===== src/rtl/timer_pkg.sv =====
// Shared types and constants for the programmable timer slice.
package timer_pkg;

  typedef enum logic [1:0] {
    TC_IDLE    = 2'b00,
    TC_COUNT   = 2'b01,
    TC_EXPIRED = 2'b10
  } tcore_state_t;

  localparam int unsigned TIMER_WIDTH = 32;

  // Mode encodings used by the control FSM that drives this core
  localparam logic [1:0] OFF      = 2'b00;
  localparam logic [1:0] ONE_SHOT = 2'b01;
  localparam logic [1:0] PERIODIC = 2'b10;
  localparam logic [1:0] PWM      = 2'b11;

endpackage


===== src/rtl/timer_count_core_if.sv =====
// Control/status bundle between the timer control FSM (master) and the count core (slave).
interface timer_count_core_if #(
    parameter int unsigned WIDTH = timer_pkg::TIMER_WIDTH
);
    logic             enable;
    logic             reload;
    logic             auto_reload;
    logic             pwm_mode;
    logic             cfg_wr;
    logic [WIDTH-1:0] cfg_period;
    logic [WIDTH-1:0] cfg_compare;
    logic [WIDTH-1:0] current_count;
    logic             zero_pulse;
    logic             pwm_out;
    logic             busy;
    logic             cfg_pending;

    modport master (
        output enable, reload, auto_reload, pwm_mode, cfg_wr, cfg_period, cfg_compare,
        input  current_count, zero_pulse, pwm_out, busy, cfg_pending
    );

    modport slave (
        input  enable, reload, auto_reload, pwm_mode, cfg_wr, cfg_period, cfg_compare,
        output current_count, zero_pulse, pwm_out, busy, cfg_pending
    );
endinterface


===== src/rtl/timer_shadow_regs.sv =====
// Shadow/active period and compare registers; shadow is promoted only on an apply event.
module timer_shadow_regs
    import timer_pkg::*;
#(
    parameter int unsigned WIDTH = TIMER_WIDTH
) (
    input  logic             prescaled_clk,
    input  logic             reset_n,
    input  logic             cfg_wr,
    input  logic [WIDTH-1:0] cfg_period,
    input  logic [WIDTH-1:0] cfg_compare,
    input  logic             apply,
    output logic [WIDTH-1:0] active_period,
    output logic [WIDTH-1:0] active_compare,
    output logic [WIDTH-1:0] next_period,
    output logic             cfg_pending
);
    logic [WIDTH-1:0] shadow_period;
    logic [WIDTH-1:0] shadow_compare;
    logic [WIDTH-1:0] next_compare;

    // A write coinciding with apply bypasses the shadow and lands directly in the active regs
    assign next_period  = cfg_wr ? cfg_period  : shadow_period;
    assign next_compare = cfg_wr ? cfg_compare : shadow_compare;

    always_ff @(posedge prescaled_clk or negedge reset_n) begin
        if (!reset_n) begin
            shadow_period  <= '0;
            shadow_compare <= '0;
            active_period  <= '0;
            active_compare <= '0;
            cfg_pending    <= 1'b0;
        end else if (apply) begin
            shadow_period  <= next_period;
            shadow_compare <= next_compare;
            active_period  <= next_period;
            active_compare <= next_compare;
            cfg_pending    <= 1'b0;
        end else if (cfg_wr) begin
            shadow_period  <= cfg_period;
            shadow_compare <= cfg_compare;
            cfg_pending    <= 1'b1;
        end
    end
endmodule


===== src/rtl/timer_count_core.sv =====
// Timer down-counter: live count, terminal-count pulse, registered PWM and state tracking.
module timer_count_core
    import timer_pkg::*;
#(
    parameter int unsigned WIDTH = TIMER_WIDTH
) (
    input  logic               prescaled_clk,
    input  logic               reset_n,
    timer_count_core_if.slave  tif
);
    tcore_state_t     state_q, state_d;
    logic [WIDTH-1:0] count_q, count_d;
    logic [WIDTH-1:0] active_period, active_compare, next_period;
    logic             zero_q, zero_d;
    logic             pwm_q, pwm_d;
    logic             terminal, apply, cfg_pending;

    // reload outranks the terminal event, so a reload at count 0 never pulses
    assign terminal = (state_q == TC_COUNT) && tif.enable && !tif.reload && (count_q == '0);
    assign apply    = tif.reload || (terminal && tif.auto_reload);

    timer_shadow_regs #(.WIDTH(WIDTH)) u_shadow (
        .prescaled_clk  (prescaled_clk),
        .reset_n        (reset_n),
        .cfg_wr         (tif.cfg_wr),
        .cfg_period     (tif.cfg_period),
        .cfg_compare    (tif.cfg_compare),
        .apply          (apply),
        .active_period  (active_period),
        .active_compare (active_compare),
        .next_period    (next_period),
        .cfg_pending    (cfg_pending)
    );

    always_ff @(posedge prescaled_clk or negedge reset_n) begin
        if (!reset_n) begin
            state_q <= TC_IDLE;
            count_q <= '0;
            zero_q  <= 1'b0;
            pwm_q   <= 1'b0;
        end else begin
            state_q <= state_d;
            count_q <= count_d;
            zero_q  <= zero_d;
            pwm_q   <= pwm_d;
        end
    end

    always_comb begin
        state_d = state_q;
        count_d = count_q;
        zero_d  = zero_q;
        pwm_d   = pwm_q;

        // With enable low and no reload every output is frozen
        if (tif.reload || tif.enable) begin
            zero_d = terminal;
            pwm_d  = tif.pwm_mode && (state_q != TC_IDLE) && (count_q < active_compare);
        end

        if (tif.reload) begin
            state_d = TC_COUNT;
            count_d = next_period;
        end else if (terminal) begin
            if (tif.auto_reload) begin
                count_d = next_period;
            end else begin
                state_d = TC_EXPIRED;
            end
        end else if ((state_q == TC_COUNT) && tif.enable) begin
            count_d = count_q - WIDTH'(1);
        end
    end

    assign tif.current_count = count_q;
    assign tif.zero_pulse    = zero_q;
    assign tif.pwm_out       = pwm_q;
    assign tif.busy          = (state_q == TC_COUNT);
    assign tif.cfg_pending   = cfg_pending;
endmodule


===== src/flat_wrapper.sv =====
// flat-port wrapper written by rule: the top's interface ports become plain ports
module timer_count_core_flat import timer_pkg::*;
#(
    parameter int unsigned WIDTH = TIMER_WIDTH
)
  (prescaled_clk, reset_n, tif_enable, tif_reload, tif_auto_reload, tif_pwm_mode, tif_cfg_wr, tif_cfg_period, tif_cfg_compare, tif_current_count, tif_zero_pulse, tif_pwm_out, tif_busy, tif_cfg_pending);
  timer_count_core_if #(.WIDTH(WIDTH)) tif_i ();
  input  logic prescaled_clk;
  input  logic reset_n;
  input wire logic [$bits(tif_i.enable)-1:0] tif_enable;
  input wire logic [$bits(tif_i.reload)-1:0] tif_reload;
  input wire logic [$bits(tif_i.auto_reload)-1:0] tif_auto_reload;
  input wire logic [$bits(tif_i.pwm_mode)-1:0] tif_pwm_mode;
  input wire logic [$bits(tif_i.cfg_wr)-1:0] tif_cfg_wr;
  input wire logic [$bits(tif_i.cfg_period)-1:0] tif_cfg_period;
  input wire logic [$bits(tif_i.cfg_compare)-1:0] tif_cfg_compare;
  output wire logic [$bits(tif_i.current_count)-1:0] tif_current_count;
  output wire logic [$bits(tif_i.zero_pulse)-1:0] tif_zero_pulse;
  output wire logic [$bits(tif_i.pwm_out)-1:0] tif_pwm_out;
  output wire logic [$bits(tif_i.busy)-1:0] tif_busy;
  output wire logic [$bits(tif_i.cfg_pending)-1:0] tif_cfg_pending;
  assign tif_i.enable = tif_enable;
  assign tif_i.reload = tif_reload;
  assign tif_i.auto_reload = tif_auto_reload;
  assign tif_i.pwm_mode = tif_pwm_mode;
  assign tif_i.cfg_wr = tif_cfg_wr;
  assign tif_i.cfg_period = tif_cfg_period;
  assign tif_i.cfg_compare = tif_cfg_compare;
  assign tif_current_count = tif_i.current_count;
  assign tif_zero_pulse = tif_i.zero_pulse;
  assign tif_pwm_out = tif_i.pwm_out;
  assign tif_busy = tif_i.busy;
  assign tif_cfg_pending = tif_i.cfg_pending;
  timer_count_core #(.WIDTH(WIDTH)) u_core (.prescaled_clk(prescaled_clk), .reset_n(reset_n), .tif(tif_i));
endmodule

===== config.mk =====
export PLATFORM = sky130hd
export DESIGN_NAME = timer_count_core_flat
export DESIGN_NICKNAME = d
export VERILOG_FILES = /design/src/rtl/timer_pkg.sv /design/src/rtl/timer_count_core_if.sv /design/src/rtl/timer_shadow_regs.sv /design/src/rtl/timer_count_core.sv /design/src/flat_wrapper.sv
export SDC_FILE = /design/constraint.sdc
export NUM_CORES = 1
export LEC_CHECK = 0
export ABC_AREA = 1
export CAP_MARGIN = 10
export CORE_MARGIN = 2
export CORE_UTILIZATION = 51
export DETAILED_ROUTE_END_ITERATION = 7
export PLACE_DENSITY = 0.85
export SETUP_SLACK_MARGIN = 0.1
export SLEW_MARGIN = 20
export SYNTH_ARGS = -nofsm -noshare
export SYNTH_HDL_FRONTEND = slang
export SYNTH_SLANG_ARGS = --single-unit

===== constraint.sdc =====
create_clock -name prescaled_clk -period 2.55 [get_ports prescaled_clk]
set_input_delay 0.765 -clock prescaled_clk [delete_from_list [all_inputs] [get_ports prescaled_clk]]
set_output_delay 0.765 -clock prescaled_clk [all_outputs]
set_load 0.03 [all_outputs]

==> results.py, run 1 <==
metrics = {
    "cells_and_area": {
        "final-instance-count-excl-fill": 1215,
        "nets": 1128,
        "drive_gt1_share_pct": 11.4,
        "n_antenna_cell": 0,
        "layout_common_cells": "314 x nand2_1, 133 x dfrtp_1, 90 x inv_1",
        "area_growth_pct": 25.4,
        "final_common_cell": "nand2_1",
    },
    "die": {
        "coreArea_um2": 13800,
        "die_w_um": 123,
        "die_height_um": 123,
        "start_util_pct": 52.0,
        "dieArea_um2": 15100,
        "core.rowCount": 43,
        "top_level_ports": 107,
    },
    "logic_synthesis": {
        "async_reset_ff_share_pct": 100,
        "yosys.area.top_type": "dfrtp_1",
        "ys_warn_count": 0,
        "syn_area_per_cell_um2": 7.83,
        "synth_seq_cells": 133,
        "syn-num-nets": 1021,
        "synth-main-ff-cell": "dfrtp_1",
        "synth_top_cell_area_share_pct": 46.3,
        "synth_top_cells_by_area": "dfrtp_1 46%, nand2_1 16%, ha_1 5.6%",
        "synth-edff-count": 0,
        "syn-cell-area_um2": 7190,
        "synthCells": 918,
        "yosysUniqueCellTypes": 34,
        "ys_seq_area_share_pct": 46.3,
    },
    "sta": {
        "slew_headroom_pct": 61.1,
        "finalSetupViolCount": 0,
        "fmax_mhz": 417,
        "setup_tns_ps": 0,
        "report.final.hold_viol_count": 0,
        "rsz0062_at_grt": "false",
        "post-route-period-util_pct": 94.1,
        "period_minus_slack_ps": 2400,
        "max_slew.worst_pin.slew_ps": 584,
        "hold_ws_ps": 281,
        "setup_ws_ps": 149,
        "skew_ps": 9.50,
        "slew_violations": 0,
    },
    "power": {
        "p_sw_share_pct": 30.3,
        "power.leakage_nw": 4.50,
        "combPwrFrac_pct": 22.5,
        "power_per_cell_area_nw_per_um2": 689,
        "p_int_mw": 4.33,
        "seq_power_share_pct": 41.4,
        "ir_worst_vdd_mv": 0.364,
        "clkPwrFrac_pct": 36.1,
        "p_switching_mw": 1.88,
    },
    "clock_tree": {
        "postCtsSetupRepairBufs": 0,
        "cts_root_buf": "clkbuf_16",
        "cts_tree": "built",
        "cts_buffers": 17,
        "cts_buffer_depth": 2,
        "clock_latency_ps": 420,
        "path_clk_slew_ps": 50,
        "clock_sinks": 133,
        "htreeDepth": 4,
        "hold_buffers": 0,
    },
    "worst_setup_path": {
        "endpoint_kind": "output port",
        "crit_arrival_ps": 1640,
        "cpPeakStageDelay_ps": 720,
        "required_ps": 1790,
        "worstSetupStartpointType": "register",
        "slowest_stage": "clkdlybuf4s50_1",
        "worstPathMaxFanout": 7,
        "crit_chain": "clkdlybuf4s50_1",
        "path_buf_inv": 1,
        "critPathKind": "register to output port",
        "crit_family": "buffers and inverters",
    },
    "job": {
        "cap_violations": 0,
    },
    "grt": {
        "grt_max_degree": 66,
        "grtUsageTotal_pct": 24.2,
        "grt_pass1_vias": 5831,
        "grt_pass1_wl_um": 28200,
        "antenna_found_initial": 0,
        "overflow": 0,
    },
    "routing": {
        "drtPass1Iterations": 6,
        "wl_per_cell_um": 13.8,
        "ant_nets": 0,
        "dr_total_vias": 6142,
        "wl_um": 16800,
        "viasPerCell": 5.06,
        "drtIter0Drc": 565,
        "drc": 0,
    },
    "status": {
        "status": "complete, no violations",
    },
    "placed_design": {
        "gp_congestion": 0.910,
        "dpl.cell_count": 1186,
        "place_worst_setup_slack_ps": 182,
        "dpl.hpwl_um": 12100,
        "port_buffers": 106,
    },
    "hold_path": {
        "min_path_type": "primary input to asynchronous set/reset pin",
    },
}
## routing by layer
layer  track usage, %  vias up  part of all wire [%]
met1             34.9     2826                    48
li1                 -     3083                     -
met3             5.53       30                   5.9
met5                0        -                     0
met2             35.8      203                    45
met4             8.33        0                   1.9
## cell type report
type                            count  area (um^2)
Clock buffer                       24          492
Tap cell                          180          225
Multi-Input combinational cell    662         3310
Clock inverter                      5         50.0
Sequential cell                   133         3330
Fill cell                        1130         4810
Inverter                           92          353
Timing Repair Buffer              119         1260
## per-stage QoR
stage | area (um^2) | utilization, % | power (mW)
after detailed placement | 8450 | 61.1 | 4.00
after global routing | 9020 | 65.2 | 6.57
final | 9020 | 65.2 | 6.22
after global placement | 8450 | 61.1 | 3.95
after floorplan | 7190 | - | 3.42
after CTS | 8980 | 64.9 | 6.25
## power groups by stage
stage	combinational [mW]	clock, mW	sequential (mW)
floorplan	0.730	0	2.69
global placement	1.35	0	2.60
detailed placement	1.39	0	2.60
CTS	1.41	2.28	2.57
global route	1.58	2.38	2.60
finish	1.40	2.25	2.57
## final timing paths
path,cells past startpoint,slack (ps),end,start
worst max-delay path,1,150,tif_current_count[11],u_core.tif.current_count[11]
worst min-delay path,1,280,u_core.u_shadow.active_compare[0],reset_n
worst max register to register,10,300,u_core.u_shadow.active_compare[10],u_core.tif.current_count[0]
worst min register to register,2,470,u_core.u_shadow.shadow_compare[5],u_core.u_shadow.shadow_compare[5]
max in group asynchronous,2,1580,u_core.tif.current_count[14],reset_n
min in group prescaled_clk,2,470,u_core.u_shadow.shadow_compare[5],u_core.u_shadow.shadow_compare[5]
## repair_timing
| action | CTS | global route |
|---|---|---|
| setup endpoints to repair | 6 | 15 |
| endpoints found under the hold margin | 0 | 0 |
| resized for setup | 6 | 15 |
## synth_stat cells (2+ instances only)
cell,number
buf_2,6
or2_2,43
nand4_1,3
inv_1,90
buf_12,2
nand3b_1,4
ha_1,32
xor2_1,9
nor2_1,71
nand3_1,55
a21oi_1,16
buf_4,6
o21a_1,2
o21ai_1,9
clkbuf_1,15
nand2_2,22
nand2_4,3
nor2_4,2
xnor2_1,4
nand2_1,314
nor3_1,6
o21ai_0,60
dfrtp_1,133
## cell families after synthesis
family          count (synthesis)  share of synthesized area, %
simple gates                  528                          32.4
flops                         133                          46.3
buf+inv                       123                          7.65
compound gates                 89                          6.47
fa+ha+maj                      32                          5.57
xor+xnor                       13                          1.58
## flip-flops by register name (all words and copies together), names as in the netlist
signal,flops
u_core.tif.pwm_out,1
u_core.u_shadow.active_compare,32
u_core.tif.zero_pulse,1
u_core.state_q,2
u_core.u_shadow.shadow_compare,32
u_core.u_shadow.shadow_period,32
u_core.u_shadow.cfg_pending,1
u_core.tif.current_count,32
(Power assumes the default switching activity.)
==> run 2, diff against run 1 <==
--- a/config.mk
+++ b/config.mk
@@ -5,12 +5,13 @@
 export SDC_FILE = /design/constraint.sdc
 export NUM_CORES = 1
 export LEC_CHECK = 0
-export ABC_AREA = 1
+export ABC_AREA = 0
 export CAP_MARGIN = 10
 export CORE_MARGIN = 2
 export CORE_UTILIZATION = 51
 export DETAILED_ROUTE_END_ITERATION = 7
-export PLACE_DENSITY = 0.85
+export GPL_TIMING_DRIVEN = 0
+export PLACE_DENSITY = 0.86
 export SETUP_SLACK_MARGIN = 0.1
 export SLEW_MARGIN = 20
 export SYNTH_ARGS = -nofsm -noshare
==> results.py, run 2 <==
metrics = {
    "status": {
        "status": "finished with violations",
        "violations": "setup timing",
    },
    "logic_synthesis": {
        "synthCells": 584,
        "yosysUniqueCellTypes": 51,
        "syn-num-nets": 687,
        "synth-main-ff-cell": "dfrtp_1",
        "ys_seq_area_share_pct": 50.4,
        "synth_top_cell_area_share_pct": 50.4,
        "async_reset_ff_share_pct": 100,
        "synth_commonest_cells": "133 x dfrtp_1, 97 x mux2_2, 43 x nor2_1",
        "synth.most_common_cell": "dfrtp_1",
        "ys_warn_count": 0,
        "syn_area_per_cell_um2": 11.3,
        "synth_seq_cells": 133,
        "synth_top_cells_by_area": "dfrtp_1 50%, mux2_2 17%, ha_1 6.1%",
        "synth-edff-count": 0,
        "yosys.area.top_type": "dfrtp_1",
        "syn-cell-area_um2": 6600,
    },
    "routing": {
        "drtPass1Iterations": 5,
        "ant_nets": 0,
        "viasPerCell": 6.33,
        "drtIter0Drc": 658,
        "wl_um": 22500,
        "wl_per_cell_um": 24.0,
        "dr_total_vias": 5935,
        "drc": 0,
    },
    "sta": {
        "skew_ps": 12.1,
        "fmax_mhz": 328,
        "post-route-period-util_pct": 120,
        "max_slew.worst_pin.slew_ps": 660,
        "rsz0062_at_grt": "true",
        "slew_headroom_pct": 56.0,
        "finalSetupViolCount": 67,
        "period_minus_slack_ps": 3050,
        "slew_violations": 0,
        "setup_ws_ps": -498,
        "hold_ws_ps": 241,
        "report.final.hold_viol_count": 0,
    },
    "hold_path": {
        "min_path_type": "primary input to asynchronous set/reset pin",
    },
    "cells_and_area": {
        "final_common_cell": "dfrtp_1",
        "fill_cells": 737,
        "area_growth_pct": 46.3,
        "drive_gt1_share_pct": 34.1,
        "layout_common_cells": "127 x dfrtp_1, 83 x clkdlybuf4s50_1, 65 x mux2_2",
        "nets": 856,
        "n_antenna_cell": 0,
    },
    "die": {
        "top_level_ports": 107,
        "die_w_um": 118,
        "coreArea_um2": 12600,
        "core.rowCount": 41,
        "die_height_um": 118,
        "start_util_pct": 52.3,
        "dieArea_um2": 13900,
    },
    "grt": {
        "overflow": 0,
        "grt_max_degree": 85,
        "antenna_found_initial": 0,
        "grt_pass1_wl_um": 33200,
        "grt_pass1_vias": 6166,
        "grtUsageTotal_pct": 30.9,
    },
    "worst_setup_path": {
        "endpoint_kind": "register",
        "crit_arrival_ps": 3350,
        "r2r_cells": 14,
        "rr_startpoint": "u_core.tif.current_count[5]",
        "reg2reg_to": "u_core.tif.current_count[14]",
        "required_ps": 2850,
        "worstPathMaxFanout": 4,
        "worstSetupStartpointType": "register",
        "critPathKind": "register to register",
        "r2r_slack_ps": -500,
    },
    "clock_tree": {
        "clock_latency_ps": 430,
        "cts_buffer_depth": 2,
        "path_clk_slew_ps": 60,
        "clock_sinks": 133,
        "cts_tree": "built",
        "hold_buffers": 0,
        "cts_buffers": 17,
        "cts_root_buf": "clkbuf_16",
        "htreeDepth": 4,
    },
    "placed_design": {
        "gp_congestion": 0.939,
        "port_buffers": 105,
        "dpl.hpwl_um": 12700,
    },
    "power": {
        "ir_worst_vdd_mv": 0.573,
        "power_mw": 7.03,
        "power_per_cell_area_nw_per_um2": 728,
        "power.leakage_nw": 4.30,
    },
    "job": {
        "cap_violations": 0,
    },
}
-- run 2: worst max-delay path by stage --
stage,slack (ps),start,end,depth (start not counted)
2_1_floorplan,-400,u_core.tif.current_count[3],u_core.u_shadow.active_compare[0],8
3_3_place_gp,-4800,reset_n,u_core.tif.current_count[4],1
3_5_place_dp,-1350,u_core.tif.current_count[3],u_core.tif.current_count[20],8
4_1_cts,-430,u_core.tif.current_count[5],u_core.u_shadow.active_compare[24],10
5_1_grt,-520,u_core.tif.current_count[24],u_core.tif.current_count[9],10
6_report,-500,u_core.tif.current_count[5],u_core.tif.current_count[14],14
-- run 2: what timing repair did --
action / CTS / global route
pin swaps: 25 / 20
gates resized for setup: 134 / 59
setup buffers: 31 / 11
cloned: 3 / 1
endpoints found under the setup margin: 132 / 79
hold endpoints to repair: 0 / 0
-- run 2: worst max-delay path: stages, from the launching register on --
cell and delay, ps:
dfrtp_2 420, or4_4 540, buf_6 150, buf_6 110, buf_6 110, nor4_4 310
buf_4 200, a31oi_4 110, o21a_4 170, buf_12 130, buf_8 120, buf_16 120
buf_6 120, a22oi_2 200, nand2_1 120
-- run 2: per-layer routing --
layer  up-vias  wire length [um]  track usage [%]
met2       445             10700             49.9
met1      2885              8210             37.7
li1       2463                 -                -
met3       142              2060             7.46
met5         -                 0                0
met4         0              1490             18.1
-- run 2: cell families (layout without fill, tap and decap cells) --
kind of cell,count (synthesis),after routing,synth area share (%)
AND/OR/NAND/NOR,153,153,12.3
flip-flops,133,133,50.4
multiplexers,99,99,16.8
AO/OA/AOI/OAI,97,97,10.0
buffers and inverters,70,252,4.38
adder cells (fa/ha/maj),32,32,6.06
-- run 2: layout make-up --
type	instances	area, um^2	share of cell area, %
buffer	28	259	2.68
tap	172	215	2.23
inverter	41	154	1.59
sequential	133	3340	34.5
multi-input combinational	381	3500	36.2
clock buffer	24	462	4.78
timing repair buffer	151	1640	16.9
clock inverter	8	101	1.05
-- run 2: metrics by stage --
stage                     setup slack (ps)  instances  TNS (ps)  instance area [um^2]  util (%)
after floorplan                       -403        584    -22060                  6610         -
after global placement               -4800        861   -653270                  7880      62.4
after detailed placement             -1350        862    -90220                  7910      62.7
after CTS                             -429        927    -22800                  9340      74.0
after global routing                  -524        938    -27210                  9660      76.6
final                                 -498        938    -23060                  9660      76.6
-- run 2: report_power, final --
group          total, mW  switching [mW]  internal [mW]
clock               2.39           0.931           1.46
sequential          2.70           0.305           2.40
combinational       1.94            1.00          0.934
==> edit 1: new RTL, flow settings as in run 1 <==
The 3 states of `tcore_state_t` get a one-hot encoding in 3 bits.
--- a/src/rtl/timer_pkg.sv
+++ b/src/rtl/timer_pkg.sv
@@ -1,10 +1,10 @@
 // Shared types and constants for the programmable timer slice.
 package timer_pkg;
 
-  typedef enum logic [1:0] {
-    TC_IDLE    = 2'b00,
-    TC_COUNT   = 2'b01,
-    TC_EXPIRED = 2'b10
+  typedef enum logic [2:0] {
+    TC_IDLE    = 3'b001,
+    TC_COUNT   = 3'b010,
+    TC_EXPIRED = 3'b100
   } tcore_state_t;
 
   localparam int unsigned TIMER_WIDTH = 32;
Behaviour: no difference found for any inputs over 4 cycles, from zero or initial values and one cycle with reset_n low; so few cycles prove little.
==> edit 1 against run 1 <==
Clock power is 4% higher; non-clock buffer count unchanged; design area fell by 0.36%; via count is 1.2% lower; cell count fell by 1.2%; combinational power is 4% higher; wire length is 2.5% higher; total power increased by 2.2%; sequential cell count rose by 1; area after synthesis is 1.0% lower; worst setup slack got worse by 0.017 ns.
==> edit 1: results (changes against run 1) <==
metric,value,unit,change
outcome,finished clean,,
slew_headroom,0.6974,,+0.08675
drt-initial-drc-count,433,,-23%
clock_latency,0.42,ns,about the same
grt_start_max_net_pins,66,,unchanged
r2r_start,u_core.tif.current_count[0],,
ys_types,38,,+12%
vdd_drop_max,429.0,uV,+18%
seq_area_frac_synth,0.4713,,+0.008574
wirelength_met1,7.691,mm,-4.0%
clk_path_buf_depth,2,,unchanged
nFillCells,1160,,+2.7%
gp_congestion,0.9211,,+1.2%
synth_edf_count,0,,unchanged
r2r_slack,0.30,ns,about the same
reg2reg_to,u_core.u_shadow.active_compare[20],,
post_cts_resized,3,,-3
cts_setup_buffers,0,,unchanged
skew,0.01037,ns,+0.0008639 ns
powerClk,2.33,mW,+4%
gr-total-overflow,0,,unchanged
first_global_vias,5874,,+0.74%
cts.clk_slew.worst_paths,0.06,ns,
reg2regPathDepth,11,,+1
viasPerCell,5.052,,about the same
dr.pass1.iters,5,,-1
synth_fp_nets,1003,,-1.8%
clockRootBuffer,clkbuf_16,,
final_layout_size_suffix_gt1_frac,0.08913,,-0.02488
p_int,4.368,mW,+0.79%
drt_wl_total,17.21,mm,+2.5%
synth_ff_type,dfrtp_1,,
highest_layer,met4,,
power.static_leakage,4.452,nW,-1.1%
met3WireLength,963,microns,-2.1%
dp_hpwl,12.16,mm,+0.50%
grt_pass1_wl,28.46,mm,+1.0%
synthTopCellsByArea,"dfrtp_1, nand2_1, ha_1, inv_1, nor2_1",,
antenna_found_initial,0,,unchanged
wl_met2,8.280,mm,+11%
async_flop_share,1.000,,unchanged
worstHoldPathType,in2async,,
slowest_stage,clkdlybuf4s50_1,,
synth_commonest_cells,"nand2_1, dfrtp_1, inv_1, nor2_1, o21ai_0",,
final_nets,1111,,-1.5%
grt_usage,0.2473,,+0.005449
setup.worst_path.start,u_core.tif.current_count[4],,
htree_levels,4,,unchanged
p_total,6.355,mW,+2.2%
critPathMaxFanout,6,,-1
diodes,0,,unchanged
io_buffers,106,,unchanged
crit_path_end,tif_current_count[4],,
p_comb_frac,0.228,,+0.003
[edit 1: cell types whose count changed in the layout (fill, tap and decap cells not counted), sizes merged, moves of 3 or more]
cell,run 1,this run
nor2,74,84
clkbuf,24,20
clkinv,4,7
o211ai,0,12
clkdlybuf4s50,83,91
o21ai,70,74
nand3,56,25
inv,92,88
xnor2,4,12
xor2,9,12
clkinvlp,0,4
dlymetal6s2s,15,10
or2,43,21
dlygate4sd2,6,3
[edit 1: layer usage]
| metal | vias up | global-route usage |
|---|---|---|
| met5 | - | 0 |
| met4 | 0 | 0.08477 |
| met3 | 21 | 0.05056 |
| met2 | 171 | 0.4092 |
| met1 | 2824 | 0.3245 |
| li1 | 3052 | - |
[edit 1: logic make-up after synthesis]
| kind of cell | Yosys count | share of synthesized area |
|---|---|---|
| buffers and inverters | 118 | 0.07296 |
| xor gates and xnor gates | 24 | 0.02954 |
| and+or+nand+nor | 486 | 0.2857 |
| AOI/OAI and AO/OA | 106 | 0.08421 |
| DFF | 134 | 0.4713 |
| adders and majority gates | 32 | 0.05626 |
[edit 1: layout make-up]
type | instances | area (sq um) | area share
multi-input cells | 648 | 3243 | 0.3610
clock buffers | 20 | 466.7 | 0.05194
repair buffers | 119 | 1260 | 0.1402
clock inverters | 12 | 102.6 | 0.01142
inverters | 88 | 332.8 | 0.03704
well taps | 180 | 225.2 | 0.02507
flip-flops and latches | 134 | 3354 | 0.3733
[edit 1: through the flow]
stage               hold WS (ns)  instances  setup WS (ns)  instance area [sq um]
global route              0.3057       1201         0.1000                   8985
CTS                       0.2899       1201         0.1012                   8960
global placement          0.4507       1169         0.1561                   8394
finish                    0.2891       1201         0.1321                   8985
detailed placement        0.4559       1169         0.1249                   8394
floorplan                 0.4384        900         0.3118                   7117
==> edit 2: new RTL, config.mk and constraints of run 1 <==
Made on the original files. Set the package constant `TIMER_WIDTH` to 48 (it was 32).
--- a/src/rtl/timer_pkg.sv
+++ b/src/rtl/timer_pkg.sv
@@ -7,7 +7,7 @@
     TC_EXPIRED = 2'b10
   } tcore_state_t;
 
-  localparam int unsigned TIMER_WIDTH = 32;
+  localparam int unsigned TIMER_WIDTH = 48;
 
   // Mode encodings used by the control FSM that drives this core
   localparam logic [1:0] OFF      = 2'b00;
Interface: changed (resized tif_cfg_compare, tif_cfg_period and tif_current_count); port bits go from 107 to 155. The function was not compared with the original's and may differ.
==> edit 2 against run 1 <==
Wire length up 75%; worst setup slack got worse by 0.028 ns; clock power grew 20%; total power rose by 42%; count of clock-buffer cells in the layout fell by 6; highest routed layer unchanged; area after synthesis increased by 50%; synthesized cell count increased by 60%; design area rose by 48%; maximum frequency is 1.2% lower; sequential cell count rose by 64.
==> edit 2: results (changes against run 1) <==
metric,value,unit,change
seq_area_frac_synth,0.4569,,-0.005852
grt_pass1_wl,48.21,mm,+71%
grt_usage,0.2745,,+0.03268
critical_path_arrival,1.66,ns,+0.02 ns
dp_hpwl,21.92,mm,+81%
max_stage_delay,0.73,ns,
first_global_vias,9742,,+67%
crit_family,buffers and inverters,,
nFillCells,1782,,+58%
io_buffers,154,,+45%
synth_commonest_cells,"nand2_1, dfrtp_1, inv_1, nor2_1, nand3_1",,
grt_start_max_net_pins,61,,-7.6%
gp_congestion,0.9065,,-0.38%
synth_fp_nets,1624,,+59%
drt-initial-drc-count,783,,+39%
dr.pass1.iters,5,,-1
met3WireLength,2.016,mm,+100%
outcome,finished clean,,
power.static_leakage,6.767,nW,+50%
critPathMaxFanout,6,,-1
final_layout_size_suffix_gt1_frac,0.08556,,-0.02845
worstMarginPinSlew,0.6131,ns,+0.02902 ns
final_nets,1787,,+58%
skew,0.01522,ns,+0.005716 ns
wirelength_met1,12.81,mm,+60%
ys_types,32,,-5.9%
wl_met2,13.55,mm,+81%
reg2reg_to,u_core.tif.current_count[41],,
post_dp_cell_area,12790,sq um,+51%
clock_latency,0.45,ns,+0.03 ns
vias,9892,,+61%
synthTopCellsByArea,"dfrtp_1, nand2_1, ha_1, inv_1, nor2_1",,
vdd_drop_max,474.6,uV,+30%
r2r_slack,0.26,ns,-0.04 ns
drt_wl_total,29.32,mm,+75%
power_switching_share,0.3423,,+0.03937
timing.hold.ws,0.2924,ns,+0.01159 ns
==> edit 2: repair_timing <==
item	CTS	global route
hold buffers	0	0
setup buffers	0	0
resized for setup	21	11
setup endpoints to repair	21	11
==> edit 2: routing by layer <==
layer / vias to the layer above / GRT usage
li1: 4879 / -
met1: 4570 / 0.3728
met2: 365 / 0.4468
met3: 78 / 0.03476
met4: 0 / 0.1143
met5: - / 0
==> edit 2: logic make-up (layout without fill, tap and decap cells) <==
family,Yosys count,count (layout),share of synthesized area
AND/OR/NAND/NOR,900,900,0.3435
buffers and inverters,202,378,0.07596
flip-flops,197,197,0.4569
AO/OA/AOI/OAI,103,103,0.04975
adder cells (fa/ha/maj),49,49,0.05682
XOR/XNOR,21,21,0.01705
==> edit 2: final cells by class <==
cell class	instances	area [sq um]	share of cell area
Multi-Input combinational cell	1073	5045	0.3769
Clock inverter	14	158.9	0.01187
Sequential cell	197	4930	0.3683
Timing Repair Buffer	196	1917	0.1432
Tap cell	275	344.1	0.02570
Clock buffer	18	429.2	0.03206
Inverter	150	563.0	0.04206
==> edit 2: power groups by stage <==
| stage | Combinational, mW | Sequential (mW) | Clock (mW) |
|---|---|---|---|
| after detailed placement | 2.32 | 3.86 | 0 |
| after global routing | 2.59 | 3.85 | 2.86 |
| after global placement | 2.23 | 3.85 | 0 |
| final | 2.31 | 3.81 | 2.70 |
| after CTS | 2.32 | 3.80 | 2.74 |
| after floorplan | 1.13 | 4.02 | 0 |
==> edit 2: stage by stage <==
stage | instances | setup slack (ns)
floorplan | 1472 | 0.5963
global placement | 1891 | 0.1031
detailed placement | 1891 | 0.02875
CTS | 1923 | 0.1109
global route | 1923 | 0.1040
finish | 1923 | 0.1210
==> edit 2: worst max path at each step <==
stage                                             from                           end  slack, ns  depth (start not counted)
after floorplan            u_core.tif.current_count[0]  u_core.tif.current_count[18]       0.60                         12
after global placement                      tif_reload   u_core.tif.current_count[5]       0.10                          9
after detailed placement                    tif_reload  u_core.tif.current_count[41]       0.03                          9
after CTS                 u_core.tif.current_count[37]         tif_current_count[37]       0.11                          1
after global routing      u_core.tif.current_count[41]         tif_current_count[41]       0.10                          1
final                     u_core.tif.current_count[41]         tif_current_count[41]       0.12                          1
